<file path="src/rtl/alu_pkg.sv">
// rtl/alu_pkg.sv - shared ALU select codes, FSM states, flag indices and decode record
package alu_pkg;

  localparam logic [3:0] SEL_INC = 4'h0;
  localparam logic [3:0] SEL_DEC = 4'h1;
  localparam logic [3:0] SEL_ADD = 4'h2;
  localparam logic [3:0] SEL_ADC = 4'h3;
  localparam logic [3:0] SEL_SUB = 4'h4;
  localparam logic [3:0] SEL_SBB = 4'h5;
  localparam logic [3:0] SEL_AND = 4'h6;
  localparam logic [3:0] SEL_XOR = 4'h7;
  localparam logic [3:0] SEL_OR  = 4'h8;
  localparam logic [3:0] SEL_RLC = 4'h9;
  localparam logic [3:0] SEL_RAL = 4'hA;
  localparam logic [3:0] SEL_RRC = 4'hB;
  localparam logic [3:0] SEL_RAR = 4'hC;
  localparam logic [3:0] SEL_CMA = 4'hD;
  localparam logic [3:0] SEL_CMC = 4'hE;
  localparam logic [3:0] SEL_STC = 4'hF;

  localparam int FLAG_Z  = 3;
  localparam int FLAG_S  = 2;
  localparam int FLAG_P  = 1;
  localparam int FLAG_CY = 0;

  typedef enum logic [1:0] {
    ST_IDLE,
    ST_LOAD,
    ST_EXEC,
    ST_WRITE
  } state_e;

  typedef struct packed {
    logic [3:0] sel;
    logic [3:0] flag_mask;
    logic       clr_cy;
    logic       wr;
    logic [2:0] dest;
    logic       illegal;
  } decode_t;

  localparam decode_t DEC_RESET = '{
    sel: SEL_INC, flag_mask: 4'b0000, clr_cy: 1'b0, wr: 1'b0, dest: 3'd7, illegal: 1'b0
  };

endpackage

</file>
<file path="src/rtl/alu_op_decode.sv">
// rtl/alu_op_decode.sv - combinational 8080 opcode to ALU select / flag mask decode
module alu_op_decode
  import alu_pkg::*;
(
  input  logic [7:0] opcode,
  output decode_t    dec
);

  always_comb begin
    dec = '{sel: SEL_INC, flag_mask: 4'b0000, clr_cy: 1'b0, wr: 1'b1, dest: 3'd7, illegal: 1'b0};
    // Register-source and immediate-source arithmetic share the same op field.
    if (opcode[7:6] == 2'b10 || (opcode[7:6] == 2'b11 && opcode[2:0] == 3'b110)) begin
      dec.flag_mask = 4'b1111;
      case (opcode[5:3])
        3'd0:    dec.sel = SEL_ADD;
        3'd1:    dec.sel = SEL_ADC;
        3'd2:    dec.sel = SEL_SUB;
        3'd3:    dec.sel = SEL_SBB;
        3'd4:    begin dec.sel = SEL_AND; dec.clr_cy = 1'b1; end
        3'd5:    begin dec.sel = SEL_XOR; dec.clr_cy = 1'b1; end
        3'd6:    begin dec.sel = SEL_OR;  dec.clr_cy = 1'b1; end
        default: begin dec.sel = SEL_SUB; dec.wr = 1'b0; end
      endcase
    end else if (opcode[7:6] == 2'b00 && opcode[2:1] == 2'b10) begin
      dec.sel       = opcode[0] ? SEL_DEC : SEL_INC;
      dec.flag_mask = 4'b1110;
      dec.dest      = opcode[5:3];
    end else begin
      case (opcode)
        8'h07:   begin dec.sel = SEL_RLC; dec.flag_mask = 4'b0001; end
        8'h0F:   begin dec.sel = SEL_RRC; dec.flag_mask = 4'b0001; end
        8'h17:   begin dec.sel = SEL_RAL; dec.flag_mask = 4'b0001; end
        8'h1F:   begin dec.sel = SEL_RAR; dec.flag_mask = 4'b0001; end
        8'h2F:   dec.sel = SEL_CMA;
        8'h37:   begin dec.sel = SEL_STC; dec.flag_mask = 4'b0001; dec.wr = 1'b0; end
        8'h3F:   begin dec.sel = SEL_CMC; dec.flag_mask = 4'b0001; dec.wr = 1'b0; end
        default: dec.illegal = 1'b1;
      endcase
    end
  end

endmodule

</file>
<file path="src/rtl/alu_sequencer.sv">
// rtl/alu_sequencer.sv - 8080 ALU control sequencer: operand latch, ALU handshake, flag register
module alu_sequencer
  import alu_pkg::*;
#(
  parameter int W = 8
) (
  input  logic         clk_i,
  input  logic         rst_i,
  input  logic         op_valid_i,
  output logic         op_ready_o,
  input  logic [7:0]   opcode_i,
  input  logic [W-1:0] acc_i,
  input  logic [W-1:0] src_dat_i,
  output logic [W-1:0] a_dat_o,
  output logic [W-1:0] b_dat_o,
  output logic [3:0]   alu_sel_o,
  output logic         alu_out_o,
  output logic         flag_out_o,
  output logic         carry_o,
  input  logic [W-1:0] alu_dat_i,
  input  logic [3:0]   flag_i,
  output logic [W-1:0] result_o,
  output logic         res_valid_o,
  output logic         res_wr_o,
  output logic [2:0]   dest_sel_o,
  output logic         illegal_o,
  output logic [3:0]   flags_o
);

  state_e       state_q, state_d;
  decode_t      dec, dec_q;
  logic [W-1:0] act_q, tmp_q, result_q;
  logic [3:0]   flags_q, raw_flags, flags_d;
  logic         accept;

  alu_op_decode u_decode (
    .opcode (opcode_i),
    .dec    (dec)
  );

  assign op_ready_o = (state_q == ST_IDLE) && !rst_i;
  assign accept     = op_valid_i && op_ready_o;
  assign a_dat_o    = act_q;
  assign b_dat_o    = tmp_q;
  assign alu_sel_o  = dec_q.sel;
  assign dest_sel_o = dec_q.dest;
  assign result_o   = result_q;
  assign flags_o    = flags_q;
  assign carry_o    = flags_q[FLAG_CY];

  always_comb begin
    state_d     = state_q;
    alu_out_o   = 1'b0;
    flag_out_o  = 1'b0;
    res_valid_o = 1'b0;
    res_wr_o    = 1'b0;
    illegal_o   = 1'b0;
    case (state_q)
      ST_IDLE:  if (accept) state_d = ST_LOAD;
      // Unsupported opcodes spend their LOAD cycle signalling and skip the ALU.
      ST_LOAD: begin
        illegal_o = dec_q.illegal;
        state_d   = dec_q.illegal ? ST_IDLE : ST_EXEC;
      end
      ST_EXEC: begin
        alu_out_o  = 1'b1;
        flag_out_o = 1'b1;
        state_d    = ST_WRITE;
      end
      default: begin
        res_valid_o = 1'b1;
        res_wr_o    = dec_q.wr;
        state_d     = ST_IDLE;
      end
    endcase
  end

  always_comb begin
    raw_flags          = 4'b0000;
    raw_flags[FLAG_Z]  = ~flag_i[3];
    raw_flags[FLAG_S]  = flag_i[2];
    raw_flags[FLAG_P]  = ~flag_i[1];
    raw_flags[FLAG_CY] = flag_i[0];
    flags_d = (dec_q.flag_mask & raw_flags) | (~dec_q.flag_mask & flags_q);
    if (dec_q.clr_cy) flags_d[FLAG_CY] = 1'b0;
    // STC/CMC define the carry themselves; the ALU carry output is ignored.
    if (dec_q.sel == SEL_STC)      flags_d[FLAG_CY] = 1'b1;
    else if (dec_q.sel == SEL_CMC) flags_d[FLAG_CY] = ~flags_q[FLAG_CY];
  end

  always_ff @(posedge clk_i) begin
    if (rst_i) begin
      state_q  <= ST_IDLE;
      dec_q    <= DEC_RESET;
      act_q    <= '0;
      tmp_q    <= '0;
      result_q <= '0;
      flags_q  <= 4'b0000;
    end else begin
      state_q <= state_d;
      if (accept) begin
        dec_q <= dec;
        act_q <= acc_i;
        tmp_q <= src_dat_i;
      end
      if (state_q == ST_EXEC) begin
        result_q <= alu_dat_i;
        flags_q  <= flags_d;
      end
    end
  end

endmodule

</file>
<file path="config.mk">
export PLATFORM = sky130hd
export DESIGN_NAME = alu_sequencer
export DESIGN_NICKNAME = d
export VERILOG_FILES = /design/src/rtl/alu_pkg.sv /design/src/rtl/alu_op_decode.sv /design/src/rtl/alu_sequencer.sv
export SDC_FILE = /design/constraint.sdc
export NUM_CORES = 1
export LEC_CHECK = 0
export ABC_CLOCK_PERIOD_IN_PS = 1890
export CAP_MARGIN = 30
export CORE_MARGIN = 2
export CORE_UTILIZATION = 35
export CTS_BUF_LIST = sky130_fd_sc_hd__clkbuf_8
export CTS_CLUSTER_SIZE = 12
export DETAILED_ROUTE_END_ITERATION = 12
export GPL_ROUTABILITY_DRIVEN = 0
export HOLD_SLACK_MARGIN = 0.12
export PLACE_DENSITY = 0.69
export SLEW_MARGIN = 5
export SYNTH_ARGS = -nofsm -noshare
export SYNTH_HDL_FRONTEND = slang
export SYNTH_SLANG_ARGS = --single-unit
</file>
<file path="constraint.sdc">
create_clock -name clk_i -period 1.89 [get_ports clk_i]
set_input_delay 0.2835 -clock clk_i [delete_from_list [all_inputs] [get_ports clk_i]]
set_output_delay 0.2835 -clock clk_i [all_outputs]
set_load 0.05 [all_outputs]
</file>
==> flow_metrics.env, run 1 <==
export IMPL_final_cell_mix="clkdlybuf4s50_1, nand2_1, dfxtp_1"
export IMPL_final_common_cell="clkdlybuf4s50_1"
export IMPL_tightest_slew_ns=0.509
export IMPL_hold_path_class="register to register"
export IMPL_p_leak_nw=1.07
export IMPL_ys_types=41
export IMPL_fin_crit_ns=1.80
export IMPL_routed_wl_mm=4.46
export IMPL_gr_usage_all_layers_pct=15.1
export IMPL_viasPerCell=4.73
export IMPL_multiInputGateArea_um2=838
export IMPL_drive_above_1_share_pct=14.1
export IMPL_peakVddDrop_mv=0.281
export IMPL_portBuffers=80
export IMPL_fin_tns_setup_ns=0
export IMPL_crit_buf_inv=1
export IMPL_fmaxAchievable_mhz=556
export IMPL_syn_area_mm2=0.00181
export IMPL_globalRouteOverflowTotal=0
export IMPL_place_hpwl_mm=3.41
export IMPL_area_growth_pct=59.2
export IMPL_synth_fp_nets=264
export IMPL_drt_pass1_iter_count=4
export IMPL_end_kind="primary output"
export IMPL_dr_total_vias=1806
export IMPL_wl_per_cell_um=11.7
export IMPL_arrival_ns=1.52
export IMPL_final_util_pct=57.0
export IMPL_cp_start_kind="register"
export IMPL_htree_levels=2
export IMPL_crit_family="buffers and inverters"
export IMPL_timing_slew_headroom_pct=65.9
export IMPL_power_density_mw_per_mm2=703
export IMPL_n_fill_cell=478
export IMPL_drcViolationCount=0
export IMPL_hold_violations=0
export IMPL_ys_seq_area_share_pct=46.6
export IMPL_ys_ff_latch=42
export IMPL_cp_cell_sequence="clkdlybuf4s50_1"
export IMPL_cts_buffer_depth=2
export IMPL_cts_tree="yes"
export IMPL_critical_path_slowest_cell="clkdlybuf4s50_1"
export IMPL_ctsRootBufferMaster="clkbuf_8"
export IMPL_core_mm2=0.00504
export IMPL_cts_resized_gates=0
export IMPL_grt_pass1_wl_mm=6.72
export IMPL_cp_max_fo=5
export IMPL_pin_count=81
export IMPL_rsz0062_at_grt="false"
export IMPL_max_cap_violations=0
export IMPL_dieArea_mm2=0.00575
export IMPL_first_global_vias=1550
export IMPL_cp_required_ns=1.61
export IMPL_die_w_um=75.8
export IMPL_start_util_pct=35.8
export IMPL_register_area_um2=841
export IMPL_timing_final_crit_share_pct=95.2
export IMPL_status="finished clean"
export IMPL_drtIter0Drc=27
export IMPL_cpPeakStageDelay_ns=0.84
export IMPL_slew_violations=0
export IMPL_clock_sinks=42
export IMPL_rows=26
export IMPL_crit_type="register to primary output"
export IMPL_clk_latency_ns=0.29
export IMPL_antenna_found_initial=0
export IMPL_fin_nets=352
export IMPL_clk_pin_slew_ns=0.07
export IMPL_syn_avg_cell_area_um2=8.02
export IMPL_antenna_left=0
export IMPL_hold_buffers=0
export IMPL_n_antenna_cell=0
export IMPL_die_h_um=75.8
export IMPL_yosys_warnings=0
export IMPL_syn_inst=225
export IMPL_skew_ns=0.00220
export IMPL_setup_viol=0
export IMPL_post_cts_setup_buffers=0
export IMPL_cts_buffers=5
export IMPL_grt_max_degree=25
-- power breakdown --
| group | internal, mW | total, mW | switching [mW] |
|---|---|---|---|
| Sequential | 0.926 | 0.951 | 0.0242 |
| Combinational | 0.232 | 0.513 | 0.281 |
| Clock | 0.282 | 0.558 | 0.276 |
-- registers in the layout (all words and copies together), names as in the netlist, named ones only --
signal      count
result_o        8
b_dat_o         8
alu_sel_o       4
dec_q           5
dest_sel_o      3
a_dat_o         8
flags_o         1
state_q         2
-- area by class of cell --
cell class,instances,area share (%)
Clock buffer,6,2.87
Timing Repair Buffer,104,35.3
Sequential cell,42,29.3
Tap cell,70,3.05
Multi-Input combinational cell,157,29.2
Inverter,3,0.392
-- cell usage after synthesis, drive strengths merged --
library cell,count,area (um^2)
inv,3,11.3
o311a,1,10.0
nand3,4,20.0
o22ai,3,18.8
or2,1,6.26
xnor2,1,8.76
or3b,1,8.76
o21ai,5,28.8
or4b,1,10.0
nor3,5,25.0
buf,16,100
nor2,9,33.8
nand2,60,225
or2b,1,7.51
nor3b,1,7.51
a221oi,1,8.76
and3b,2,17.5
o31ai,1,7.51
o2111ai,1,8.76
a211oi,2,15.0
and4b,1,10.0
nand4,2,12.5
nor2b,3,18.8
and2,2,12.5
nor4,2,27.5
nor4b,2,17.5
and4,1,8.76
dfxtp,42,841
mux2i,1,10.0
a21oi,33,169
clkbuf,7,26.3
nand2b,3,18.8
and3,2,12.5
a311oi,2,17.5
nand3b,2,15.0
o311ai,1,8.76
-- path summary, 6_finish.rpt --
| check | start | endpoint | slack [ns] | depth (start not counted) |
|---|---|---|---|---|
| setup / recovery | flags_o[0] | flags_o[0] | 0.09 | 1 |
| hold / removal | result_o[1] | result_o[1] | 0.45 | 2 |
| setup reg to reg | state_q[1] | dec_q[0] | 0.30 | 4 |
| hold reg to reg | result_o[1] | result_o[1] | 0.45 | 2 |
-- layer usage --
layer,global-route usage (%),vias up,wire length (um)
li1,-,932,-
met1,18.2,812,1980
met2,25.6,55,2160
met3,3.84,7,275
met4,5.85,0,44
met5,0,-,0
-- kinds of logic (layout without fill, tap and decap cells) --
| logic type | Yosys count | after routing | synth area share [%] |
|---|---|---|---|
| multiplexers | 1 | 1 | 0.554 |
| XOR/XNOR | 1 | 1 | 0.485 |
| AO/OA/AOI/OAI | 50 | 50 | 16.2 |
| AND/OR/NAND/NOR | 105 | 105 | 28.6 |
| buffers and inverters | 26 | 113 | 7.62 |
| flip-flops | 42 | 42 | 46.6 |
-- through the flow --
step	setup WS (ns)	std cells	cell area [um^2]	power (mW)	hold WS, ns
after floorplan	0.206	225	1810	1.25	0.400
after global placement	-0.0598	376	2790	1.48	0.439
after detailed placement	-0.0894	376	2790	1.49	0.446
after CTS	0.0791	382	2870	2.05	0.456
after global routing	0.0367	382	2870	2.12	0.476
final	0.0913	382	2870	2.02	0.454
Note: power is estimated with default switching activity, not from simulation.
==> run 2: changes to the inputs <==
ABC_AREA = 1   (was not set)
CTS_CLUSTER_DIAMETER = 80   (was not set)
PLACE_DENSITY = 0.68   (was 0.69)
==> run 2 against run 1 <==
Effect of this change: sequential power grew 2%; register-to-register slack improved by 0.08 ns; worst hold slack gained 0.0092 ns; utilization shrank 2.2 points; critical endpoint is now carry_o; largest power group unchanged.
==> flow_metrics.env, run 2 <==
export IMPL_gr_usage_all_layers_pct=17.0
export IMPL_syn_inst=273
export IMPL_arrival_ns=1.52
export IMPL_die_w_um=78.1
export IMPL_holdWs_ns=0.464
export IMPL_grt_pass1_wl_mm=8.38
export IMPL_syn_avg_cell_area_um2=7.03
export IMPL_rows=26
export IMPL_core_mm2=0.00520
export IMPL_pin_count=81
export IMPL_cts_buffer_depth=2
export IMPL_clock_sinks=42
export IMPL_ctsRootBufferMaster="clkbuf_8"
export IMPL_clk_pin_slew_ns=0.07
export IMPL_final_cell_mix="nand2_1, clkdlybuf4s50_1, dfxtp_1"
export IMPL_setup_viol=0
export IMPL_synth_edf_count=0
export IMPL_ys_seq_area_share_pct=43.8
export IMPL_critical_path_slowest_cell="clkdlybuf4s50_1"
export IMPL_cts_tree="yes"
export IMPL_n_fill_cell=506
export IMPL_drt_pass1_iter_count=4
export IMPL_cp_required_ns=1.61
export IMPL_tightest_slew_ns=0.530
export IMPL_area_growth_pct=48.5
export IMPL_skew_ns=0.00552
export IMPL_cp_start_kind="register"
export IMPL_end_kind="primary output"
export IMPL_drive_above_1_share_pct=8.91
export IMPL_cp_cell_sequence="clkdlybuf4s50_1"
export IMPL_drtIter0Drc=73
export IMPL_fin_nets=387
export IMPL_peakVddDrop_mv=0.476
export IMPL_syn_area_mm2=0.00192
export IMPL_routed_wl_mm=4.98
export IMPL_power_density_mw_per_mm2=718
export IMPL_timing_final_crit_share_pct=95.6
export IMPL_ff2ff_setup_slack_ns=0.38
export IMPL_crit_buf_inv=1
export IMPL_antenna_found_initial=0
export IMPL_hold_buffers=0
export IMPL_yosys_warnings=0
export IMPL_yosys_area_top_type_share_pct=43.8
export IMPL_synthTopCellsByCount="nand2_1, dfxtp_1, nor2_1"
export IMPL_crit_type="register to primary output"
export IMPL_rsz0062_at_grt="false"
export IMPL_globalRouteOverflowTotal=0
export IMPL_timing_slew_headroom_pct=64.6
export IMPL_cts_buffers=5
export IMPL_synth_most_common_cell="nand2_1"
export IMPL_max_cap_violations=0
export IMPL_viasPerCell=4.62
export IMPL_first_global_vias=1833
export IMPL_multiInputGateArea_um2=838
export IMPL_cts_resized_gates=0
export IMPL_async_flop_share_pct=0
export IMPL_antenna_left=0
export IMPL_ys_types=28
export IMPL_start_util_pct=36.9
export IMPL_ys_ff_latch=42
export IMPL_clk_latency_ns=0.29
export IMPL_cp_max_fo=5
export IMPL_hold_path_class="register to register"
export IMPL_synth_fp_nets=312
export IMPL_slew_violations=0
export IMPL_drcViolationCount=0
export IMPL_grt_max_degree=27
export IMPL_register_area_um2=841
export IMPL_cpPeakStageDelay_ns=0.83
export IMPL_die_h_um=78.1
export IMPL_post_cts_setup_buffers=0
export IMPL_status="finished clean"
export IMPL_synthTopCellsByArea="dfxtp_1, nand2_1, nor2_1, a21oi_1, buf_4"
export IMPL_hold_violations=0
export IMPL_ys_flop_type="dfxtp_1"
export IMPL_crit_family="buffers and inverters"
export IMPL_p_leak_nw=1.19
export IMPL_fin_tns_setup_ns=0
export IMPL_yosys_area_top_type="dfxtp_1"
export IMPL_portBuffers=80
export IMPL_wl_per_cell_um=11.9
export IMPL_fin_crit_ns=1.81
export IMPL_htree_levels=2
export IMPL_fmaxAchievable_mhz=553
export IMPL_n_antenna_cell=0
export IMPL_dr_total_vias=1930
export IMPL_place_hpwl_mm=3.69
export IMPL_dieArea_mm2=0.00609
## run 2: changes by cell type after synthesis, moves of 4 or more
cell      before  now
nand3_1        4   14
nand2_1       60   73
nor3_1         5    1
o21ai_0        4   17
nor2_1         9   37
clkbuf_1       7    3
a21oi_1       32   26
inv_1          3   23
## run 2: worst register-to-register path: cells and delay by family, from the launching register on
family                 cells  cell delay (ns)
flip-flops                 1             0.48
buffers and inverters      1             0.09
AO/OA/AOI/OAI              1             0.12
AND/OR/NAND/NOR            3             0.76
## run 2: cell families (layout without fill, tap and decap cells)
group | count (synthesis) | in the layout | synth area share, %
flip-flops | 42 | 42 | 43.8
AO/OA/AOI/OAI | 51 | 51 | 14.1
buffers and inverters | 46 | 121 | 12.5
AND/OR/NAND/NOR | 134 | 134 | 29.5
## run 2: where the power goes
| part | internal, mW | switching (mW) | total (mW) | leakage, nW |
|---|---|---|---|---|
| clock | 0.248 | 0.285 | 0.533 | 0.0438 |
| combinational | 0.220 | 0.324 | 0.544 | 0.806 |
| sequential | 0.937 | 0.0336 | 0.970 | 0.343 |
| total | 1.40 | 0.643 | 2.05 | 1.19 |
## run 2: path summary, 6_finish.rpt
kind                    from          to  cells after the start
setup / recovery  flags_o[0]     carry_o                      1
hold / removal    b_dat_o[7]  b_dat_o[7]                      2
setup reg to reg  state_q[1]    register                      5
hold reg to reg   b_dat_o[7]  b_dat_o[7]                      2
## run 2: metal layers
metal  track usage [%]  up-vias  part of all wire, %
met5                 0        -                    0
met4              5.26        0                 0.72
met3              6.44        2                  8.1
met2              26.5       61                   46
met1              22.0      859                   46
li1                  -     1008                    -
## run 2: final cells by class
class                      count  area share, %
tap                           70           3.07
inverter                      27           3.73
clock buffer                   5           2.41
sequential                    42           29.5
clock inverter                 2          0.351
multi-input combinational    185           29.4
timing repair buffer          87           31.5
## run 2: metrics by stage
step                      area [um^2]  worst slack [ns]  total power [mW]  instances  utilization (%)
final                            2850            0.0826              2.05        418             54.8
after global routing             2850            0.0248              2.16        418             54.8
after CTS                        2850            0.0768              2.07        418             54.8
after detailed placement         2770             0.147              1.53        411             53.2
after global placement           2770             0.182              1.53        411             53.2
after floorplan                  1920            0.0775              1.32        273                -
==> run 3: changes to the inputs <==
GPL_TIMING_DRIVEN = 0   (was not set)
==> run 3 against run 2 <==
Effect of this change: sequential share of layout area decreased by 0.30 points; count of clock-buffer cells in the layout unchanged; final cell count increased by 2.9%; utilization increased by 0.65 points; via count increased by 0.73%; register-to-register slack improved by 0.22 ns; first-iteration DRC count increased by 38%; largest power group unchanged; highest routed layer unchanged.
==> flow_metrics.env, run 3 (synthesis gave the netlist of run 2 again) <==
export IMPL_final_common_cell="nand2_1"
export IMPL_final_util_pct=55.4
export IMPL_cp_required_ns=1.61
export IMPL_skew_ns=0.00417
export IMPL_seq_power_share_pct=44.3
export IMPL_pwr_share_comb_pct=24.5
export IMPL_core_mm2=0.00520
export IMPL_htree_levels=2
export IMPL_drcViolationCount=0
export IMPL_drive_above_1_share_pct=10.3
export IMPL_crit_end="alu_sel_o[3]"
export IMPL_final_cell_mix="nand2_1, clkdlybuf4s50_1, dfxtp_1"
export IMPL_clock_power_share_pct=31.2
export IMPL_post_dp_cell_area_mm2=0.00280
export IMPL_clk_latency_ns=0.30
export IMPL_fin_tns_setup_ns=0
export IMPL_intPower_mw=1.54
export IMPL_die_h_um=78.1
export IMPL_crit_start="alu_sel_o[3]"
export IMPL_timing_final_crit_share_pct=96.5
export IMPL_cts_buffer_depth=2
export IMPL_first_global_vias=1838
export IMPL_p_sw_uw=656
export IMPL_setup_viol=0
export IMPL_fin_nets=398
export IMPL_stdcell_area_mm2=0.00288
export IMPL_slew_violations=0
export IMPL_die_w_um=78.1
export IMPL_wl_per_cell_um=11.7
export IMPL_r2r_start="state_q[0]"
export IMPL_dp_slack_ns=-0.219
export IMPL_start_util_pct=36.9
export IMPL_r2r_cells=7
export IMPL_hold_violations=0
export IMPL_tightest_slew_ns=0.515
export IMPL_cp_max_fo=3
export IMPL_crit_type="register to primary output"
export IMPL_viasPerCell=4.52
export IMPL_grt_max_degree=13
export IMPL_antenna_left=0
export IMPL_max_cap_violations=0
export IMPL_r2r_end="a_dat_o[7]"
export IMPL_post_cts_setup_buffers=0
export IMPL_power_mw=2.19
export IMPL_cts_tree="yes"
export IMPL_arrival_ns=1.54
export IMPL_rows=26
export IMPL_fin_crit_ns=1.82
export IMPL_dieArea_mm2=0.00609
export IMPL_ff2ff_setup_slack_ns=0.60
export IMPL_ctsRootBufferMaster="clkbuf_8"
export IMPL_routed_wl_mm=5.03
export IMPL_n_fill_cell=516
export IMPL_globalRouteOverflowTotal=0
export IMPL_drtIter0Drc=101
export IMPL_end_kind="primary output"
export IMPL_cp_start_kind="register"
export IMPL_p_leak_nw=1.27
export IMPL_power_density_mw_per_mm2=760
export IMPL_dr_total_vias=1944
export IMPL_antenna_found_initial=0
export IMPL_hold_path_class="primary input to register"
export IMPL_portBuffers=79
export IMPL_status="finished clean"
export IMPL_fmaxAchievable_mhz=548
export IMPL_stdcell_count=430
export IMPL_swShare_pct=29.9
export IMPL_rsz0062_at_grt="false"
export IMPL_gr_usage_all_layers_pct=17.0
export IMPL_timing_slew_headroom_pct=65.6
export IMPL_place_inst=422
export IMPL_grt_pass1_wl_mm=8.38
export IMPL_fin_ws_ns=0.0660
export IMPL_peakVddDrop_mv=0.401
export IMPL_holdWs_ns=0.201
export IMPL_pin_count=81
export IMPL_n_antenna_cell=0
export IMPL_area_growth_pct=50.3
export IMPL_place_hpwl_mm=3.79
export IMPL_clk_pin_slew_ns=0.08
export IMPL_drt_pass1_iter_count=4
export IMPL_clock_sinks=42
export IMPL_cts_buffers=5
-- run 3: cell count changes in the layout (fill, tap and decap cells not counted), sizes merged --
cell           delta
inv               +2
dlygate4sd2       +5
dlymetal6s2s      +1
clkinv            -2
buf               +4
bufinv            +1
clkbuf            +5
clkdlybuf4s50     -4
-- run 3: how the worst min path moves through the flow --
stage                     depth (start not counted)    endpoint        from  slack (ns)
final                                             2  b_dat_o[0]       rst_i        0.20
after global routing                              2  b_dat_o[1]       rst_i        0.21
after CTS                                         2  b_dat_o[0]       rst_i        0.20
after detailed placement                          2  a_dat_o[2]  a_dat_o[2]        0.45
after global placement                            2  a_dat_o[7]  a_dat_o[7]        0.45
after floorplan                                   2  state_q[0]  op_valid_i        0.42
-- run 3: metal layers --
metal,up-vias,global-route usage [%],part of all wire [%]
met2,63,26.8,44
li1,1034,-,-
met4,0,5.26,1.1
met1,842,21.3,45
met5,-,0,0
met3,5,7.13,9.7
-- run 3: worst max-delay path: stages (launching register included) --
cell,delay [ns]
dfxtp_1,0.35
buf_4,0.11
clkdlybuf4s50_1,0.78
-- run 3: timing repair --
action                                  in CTS  in global routing
pin swaps                                    0                  0
hold buffers                                 0                  0
endpoints found under the setup margin       9                  5
gates resized for setup                     15                  7
endpoints found under the hold margin        0                  0
-- run 3: area by class of cell --
class                      count  area, um^2  area share (%)
timing repair buffer          79         769            26.7
sequential                    42         842            29.2
buffer                        19         134            4.64
clock inverter                 3        37.5            1.30
clock buffer                   5        68.8            2.39
inverter                      27         106            3.69
multi-input combinational    185         838            29.1
tap                           70        87.6            3.04
-- run 3: power groups by stage --
stage | sequential [mW] | clock [mW] | combinational [mW]
after floorplan | 1.09 | 0 | 0.224
after global placement | 0.988 | 0 | 0.544
after detailed placement | 0.989 | 0 | 0.544
after CTS | 0.970 | 0.704 | 0.541
after global routing | 0.978 | 0.730 | 0.577
final | 0.970 | 0.684 | 0.537
